**src/rtl/mem_port_arbiter.sv**
```systemverilog
// Two-requester round-robin arbiter for the shared 32-bit memory port.
// Requester 0 is instruction fetch and requester 1 is load/store.
// It owns the address/write-data mux select and sequences each access with
// a req/gnt/done handshake. A ready timeout keeps a stuck memory from holding
// the port forever.
module mem_port_arbiter #(
  parameter int N       = 32,
  parameter int TIMEOUT = 15
) (
  input  logic         clk,
  input  logic         reset,
  input  logic         req0,
  input  logic         req1,
  input  logic [N-1:0] addr0,
  input  logic [N-1:0] addr1,
  input  logic [N-1:0] wdata0,
  input  logic [N-1:0] wdata1,
  input  logic         we0,
  input  logic         we1,
  output logic         gnt0,
  output logic         gnt1,
  output logic         done0,
  output logic         done1,
  output logic         err0,
  output logic         err1,
  output logic [N-1:0] rdata0,
  output logic [N-1:0] rdata1,
  output logic [N-1:0] mem_addr,
  output logic [N-1:0] mem_wdata,
  output logic         mem_we,
  output logic         mem_valid,
  input  logic         mem_ready,
  input  logic [N-1:0] mem_rdata
);

  typedef enum logic [1:0] {IDLE, GRANT0, GRANT1} state_t;

  // Last wait-count value before a stalled access is abandoned.
  localparam logic [7:0] CNT_LAST = 8'(TIMEOUT - 1);

  state_t     state_q, state_d;
  logic       lw_q, lw_d;       // most recently granted requester
  logic [7:0] cnt_q, cnt_d;     // cycles spent waiting for mem_ready
  logic       err0_q, err0_d;
  logic       err1_q, err1_d;

  // State, round-robin pointer, wait counter and error pulses.
  always_ff @(posedge clk or posedge reset) begin
    if (reset) begin
      state_q <= IDLE;
      lw_q    <= 1'b1;   // requester 0 wins the first tie
      cnt_q   <= 8'd0;
      err0_q  <= 1'b0;
      err1_q  <= 1'b0;
    end else begin
      state_q <= state_d;
      lw_q    <= lw_d;
      cnt_q   <= cnt_d;
      err0_q  <= err0_d;
      err1_q  <= err1_d;
    end
  end

  // Next-state logic. A completed access hands the port to the other
  // requester if it is waiting; otherwise the owner may go back to back.
  // A request dropped mid-access abandons it without done or err.
  always_comb begin
    state_d = state_q;
    lw_d    = lw_q;
    cnt_d   = 8'd0;
    err0_d  = 1'b0;
    err1_d  = 1'b0;
    unique case (state_q)
      IDLE: begin
        if (req0 && (!req1 || lw_q)) begin
          state_d = GRANT0;
          lw_d    = 1'b0;
        end else if (req1) begin
          state_d = GRANT1;
          lw_d    = 1'b1;
        end
      end
      GRANT0: begin
        if (mem_ready) begin
          if (req1) begin
            state_d = GRANT1;
            lw_d    = 1'b1;
          end else if (req0) begin
            state_d = GRANT0;
          end else begin
            state_d = IDLE;
          end
        end else if (!req0) begin
          state_d = IDLE;
        end else if (cnt_q == CNT_LAST) begin
          state_d = IDLE;
          err0_d  = 1'b1;
        end else begin
          cnt_d = (cnt_q == 8'hFF) ? cnt_q : cnt_q + 8'd1;
        end
      end
      GRANT1: begin
        if (mem_ready) begin
          if (req0) begin
            state_d = GRANT0;
            lw_d    = 1'b0;
          end else if (req1) begin
            state_d = GRANT1;
          end else begin
            state_d = IDLE;
          end
        end else if (!req1) begin
          state_d = IDLE;
        end else if (cnt_q == CNT_LAST) begin
          state_d = IDLE;
          err1_d  = 1'b1;
        end else begin
          cnt_d = (cnt_q == 8'hFF) ? cnt_q : cnt_q + 8'd1;
        end
      end
      default: state_d = IDLE;
    endcase
  end

  // Grants come straight from the state register, so reset clears them at once.
  assign gnt0      = (state_q == GRANT0);
  assign gnt1      = (state_q == GRANT1);
  assign mem_valid = gnt0 | gnt1;
  assign done0     = gnt0 & mem_ready;
  assign done1     = gnt1 & mem_ready;
  assign err0      = err0_q;
  assign err1      = err1_q;

  // Shared mux: select is gnt1, so IDLE presents requester 0's address.
  assign mem_addr  = gnt1 ? addr1 : addr0;
  assign mem_wdata = gnt1 ? wdata1 : wdata0;
  assign mem_we    = mem_valid & (gnt1 ? we1 : we0);

  // Read data fans out to both requesters; each qualifies it with its done.
  assign rdata0 = mem_rdata;
  assign rdata1 = mem_rdata;

endmodule
```
**config.mk**
```make
export PLATFORM = sky130hd
export DESIGN_NAME = mem_port_arbiter
export DESIGN_NICKNAME = d
export VERILOG_FILES = /design/src/rtl/mem_port_arbiter.sv
export SDC_FILE = /design/constraint.sdc
export NUM_CORES = 1
export LEC_CHECK = 0
export CAP_MARGIN = 20
export CORE_AREA = 2 2 116 118
export CTS_CLUSTER_DIAMETER = 100
export DETAILED_ROUTE_END_ITERATION = 12
export DIE_AREA = 0 0 118 120
export PLACE_DENSITY = 0.63
export SLEW_MARGIN = 20
export SYNTH_ARGS = -nofsm -noshare
export SYNTH_HDL_FRONTEND = slang
export SYNTH_SLANG_ARGS = --single-unit
```
**constraint.sdc**
```tcl
create_clock -name clk -period 1.7 [get_ports clk]
set_input_delay 0.17 -clock clk [delete_from_list [all_inputs] [get_ports clk]]
set_output_delay 0.17 -clock clk [all_outputs]
set_load 0.05 [all_outputs]
```
==> results <==
[what timing repair did]
action,in CTS,in global routing
endpoints found under the setup margin,67,79
buffers inserted,11,4
endpoints found under the hold margin,0,0
pin swaps,3,9
gates resized for setup,21,33
gates cloned,4,3
[metal layers]
layer  global-route usage (%)  up-vias
met5                        0        -
met2                     23.8      113
met3                     4.09       16
met4                     2.26        0
li1                         -     1058
met1                     12.8     1084
[flip-flops by register name, summed over array words and instances (netlist names)]
register and flops:
cnt_q 8, lw_q 1, err0 1, state_q 2
err1 1
[cells in the final DEF, fill, tap and decap left out, types with 2 or more instances in the layout]
master,instances
sky130_fd_sc_hd__nand3_1,4
sky130_fd_sc_hd__buf_6,8
sky130_fd_sc_hd__nor2_1,8
sky130_fd_sc_hd__a21bo_2,2
sky130_fd_sc_hd__ha_4,3
sky130_fd_sc_hd__nand4_1,3
sky130_fd_sc_hd__clkbuf_16,6
sky130_fd_sc_hd__o211ai_1,2
sky130_fd_sc_hd__o21ai_1,2
sky130_fd_sc_hd__buf_8,6
sky130_fd_sc_hd__a31oi_1,2
sky130_fd_sc_hd__o21ai_0,2
sky130_fd_sc_hd__nand2b_4,2
sky130_fd_sc_hd__a211oi_2,2
sky130_fd_sc_hd__mux2i_2,2
sky130_fd_sc_hd__buf_12,69
sky130_fd_sc_hd__mux2_4,64
sky130_fd_sc_hd__and3_1,4
sky130_fd_sc_hd__clkdlybuf4s50_1,136
sky130_fd_sc_hd__inv_1,3
sky130_fd_sc_hd__and2_1,2
sky130_fd_sc_hd__and2_4,2
sky130_fd_sc_hd__nand2_1,3
sky130_fd_sc_hd__dfrtp_1,12
sky130_fd_sc_hd__ha_1,3
sky130_fd_sc_hd__buf_4,12
sky130_fd_sc_hd__buf_16,4
[final timing paths]
kind / from / end / cells after the start
max reg2reg: state_q[0] / state_q[0] / 9
max: state_q[1] / mem_wdata[20] / 6
max in group asynchronous: reset / lw_q / 2
min reg2reg: lw_q / lw_q / 1
min in group clk: mem_rdata[22] / rdata0[22] / 0
min: reset / err0 / 2
[layout make-up]
class / instances / area [µm²] / area share [%]
Clock buffer: 4 / 78.8 / 1.46
Inverter: 5 / 21.3 / 0.394
Multi-Input combinational cell: 132 / 1560 / 28.8
Sequential cell: 13 / 327 / 6.05
Tap cell: 176 / 220 / 4.08
Timing Repair Buffer: 238 / 3200 / 59.2
[power groups by stage]
stage	sequential (mW)	clock, mW	combinational [mW]
after floorplan	0.391	0	4.13
after global placement	0.396	0	6.50
after detailed placement	0.400	0	6.55
after CTS	0.387	0.459	7.30
after global routing	0.395	0.474	7.93
final	0.391	0.450	7.67
[worst register-to-register path, stage by stage (launching register included)]
cell,delay [ns]
sky130_fd_sc_hd__dfrtp_1,0.38
sky130_fd_sc_hd__inv_2,0.08
sky130_fd_sc_hd__ha_4,0.17
sky130_fd_sc_hd__buf_12,0.11
sky130_fd_sc_hd__buf_6,0.11
sky130_fd_sc_hd__clkbuf_16,0.15
sky130_fd_sc_hd__buf_6,0.12
sky130_fd_sc_hd__o211ai_1,0.12
sky130_fd_sc_hd__a21bo_2,0.22
sky130_fd_sc_hd__a221oi_2,0.22
[cells by family after synthesis]
kind of cell             after synthesis
adder cells (fa/ha/maj)                6
buffers and inverters                 78
AO/OA/AOI/OAI                         17
flip-flops                            13
AND/OR/NAND/NOR                       39
XOR/XNOR                               2
multiplexers                          68
==> metrics.txt <==
post-route antenna net violation count=0; overall routing resource usage=roughly an eighth; slack of the critical path=-0.206 ns; antenna violations before repair=0; fraction of registers with async set or reset after synthesis=100%; flip-flop cell with the highest count after synthesis=sky130_fd_sc_hd__dfrtp_1; Max Clock Skew=around 0.0028 ns; path type of the worst setup path=reg2out; Max Slew Vio Count=0; Routed wire per std cell=16.5 µm; setup TNS=-8.72 ns; Min Clock Period, post-route=1.91 ns; Port Buffer Count=approximately 210; share of cells above drive strength 1=about half; final count of negative-setup-slack endpoints=69; cell-by-cell trace of the critical path=ha_4 -> buf_12 -> buf_12 -> clkbuf_16 -> mux2_4 -> buf_12; master of the slowest instance on the critical path=sky130_fd_sc_hd__dfrtp_1; clock-pin slew of the registers on the worst-case setup and hold paths=0.05 ns; Synth top area share=35.2%; library cell with the highest instance count after synthesis=sky130_fd_sc_hd__mux2_2; outcome=finished, violations left; sum of internal, switching and leakage power=about 8.5 mW; Filler Cell Count=between 1000 and 1500; Largest stage delay, worst path=between 0.4 and 0.5 ns; synthesis-to-finish area growth=160%; count of maximum capacitance violations=0; Starting Density=between 15 and 20%; maximum level of the CTS H-tree=1; synth cell count leaders=sky130_fd_sc_hd__mux2_2 (65), sky130_fd_sc_hd__buf_4 (64), sky130_fd_sc_hd__dfrtp_1 (12); average cell area after synthesis=9.32 µm²; number of hold buffers added after CTS=0; power density normalized to cell area=1580 mW/mm²; largest family of logic cells by synthesized area=multiplexers; mean number of vias per cell=4.00; portion of the clock cycle consumed by the worst path in the final layout=112%; failing checks=setup timing; number of hold-slack violations in the final timing report=0; P_sw=about 3.7 mW; core footprint=between 0.01 and 0.015 mm²; vias after detailed routing=2271; Crit path buffers/inverters=4; compound-gate portion of the synthesized area=under 10%; number of nets in the finished design=around 570; library cell appearing most often on the critical path=sky130_fd_sc_hd__buf_12; diode insertion count for antenna repair=0; post-synth design cell area=0.00208 mm²; hpwl dp=between 7000 and 8000 µm; maximum buffer depth of the clock tree=2; setup repair after global routing missed its margin=yes; fraction of synthesized area in multiplexers=36.7%; TritonCTS sink count=13; Slew headroom=between 60% and 70%; switching fraction of total power=between 40% and 50%; leading cell types by total area after synthesis=sky130_fd_sc_hd__mux2_2 (35%), sky130_fd_sc_hd__buf_4 (23%), sky130_fd_sc_hd__dfrtp_1 (14%); internal cell power=4.84 mW; post-detailed-routing wire length=between 9000 and 10000 µm; via count of the first global-routing pass=roughly 2400; Warnings, synthesis=0; pin count of the biggest net entering global routing=15; clock tree from TritonCTS=done; io pins=303; Critical Path Sink Type=output pin; cell count after synthesis=about 220; transition at the pin with the smallest max-transition slack=0.515 ns; Hold Worst Slack=approximately 0.27 ns; instance area after placement=between 0.004 and 0.005 mm²; first-pass GRT wire length=roughly 14000 µm; proportion of power drawn by combinational gates=between 90% and 100%; area of all placed cells without fillers=between 0.005 and 0.006 mm²; HP Class=in2async; share of power burned in the clock network=approximately 5.3%; met1 wire length=3190 µm; static leakage power=2.33 nW; crit-path leading delay family=buffers and inverters; maximum VDD drop=450 µV; area of the die=about 0.014 mm²; utilization of the core after routing=41.6%; sum of met3 wire segment lengths after detailed routing=about 740 µm; total instance count after detailed placement=approximately 540; Req. time, crit path=1.53 ns; synthesized-area fraction occupied by adder cells=about 3.6%; arrival time worst endpoint=~1.7 ns; amount of wire on met2 after detailed routing=approximately 5400 µm; Vert. Die Dim=roughly 120 µm; maximum clock rate=approximately 520 MHz; Synth Area in XOR/XNOR=less than 1%; net count after synthesis=396; number of design rule violations left after detail routing=0; number of buffers created by CTS=3; clock tree root buffer cell=sky130_fd_sc_hd__clkbuf_16; Synth Area in Simple Gates=between 10% and 20%; Starting DRT DRC Count=51; First-pass DRT Iterations=3; Post-synth EDFFs=0; setup slack after placement=-0.0257 ns; total overflow reported by the global router=0; Routability Congestion=between 0.7 and 0.8; Cell Rows=42; post-synthesis sequential element count=13; Max FO, Critical Path=6; number of distinct library cells after synthesis=36; worst reg-to-reg setup slack=-0.08 ns; highest signal layer in the routed design=met4; Synth area leader=sky130_fd_sc_hd__mux2_2; number of non-filler instances in the completed layout=568; sequential group share of total power=around 4.6%; Chip Width=~120 µm; latest clock arrival within the worst-skew pair=about 0.24 ns; nature of the critical path startpoint=register; proportion of synthesized chip area in sequential cells=between 10% and 20%
No activity file was read; power rests on OpenSTA's default activity.
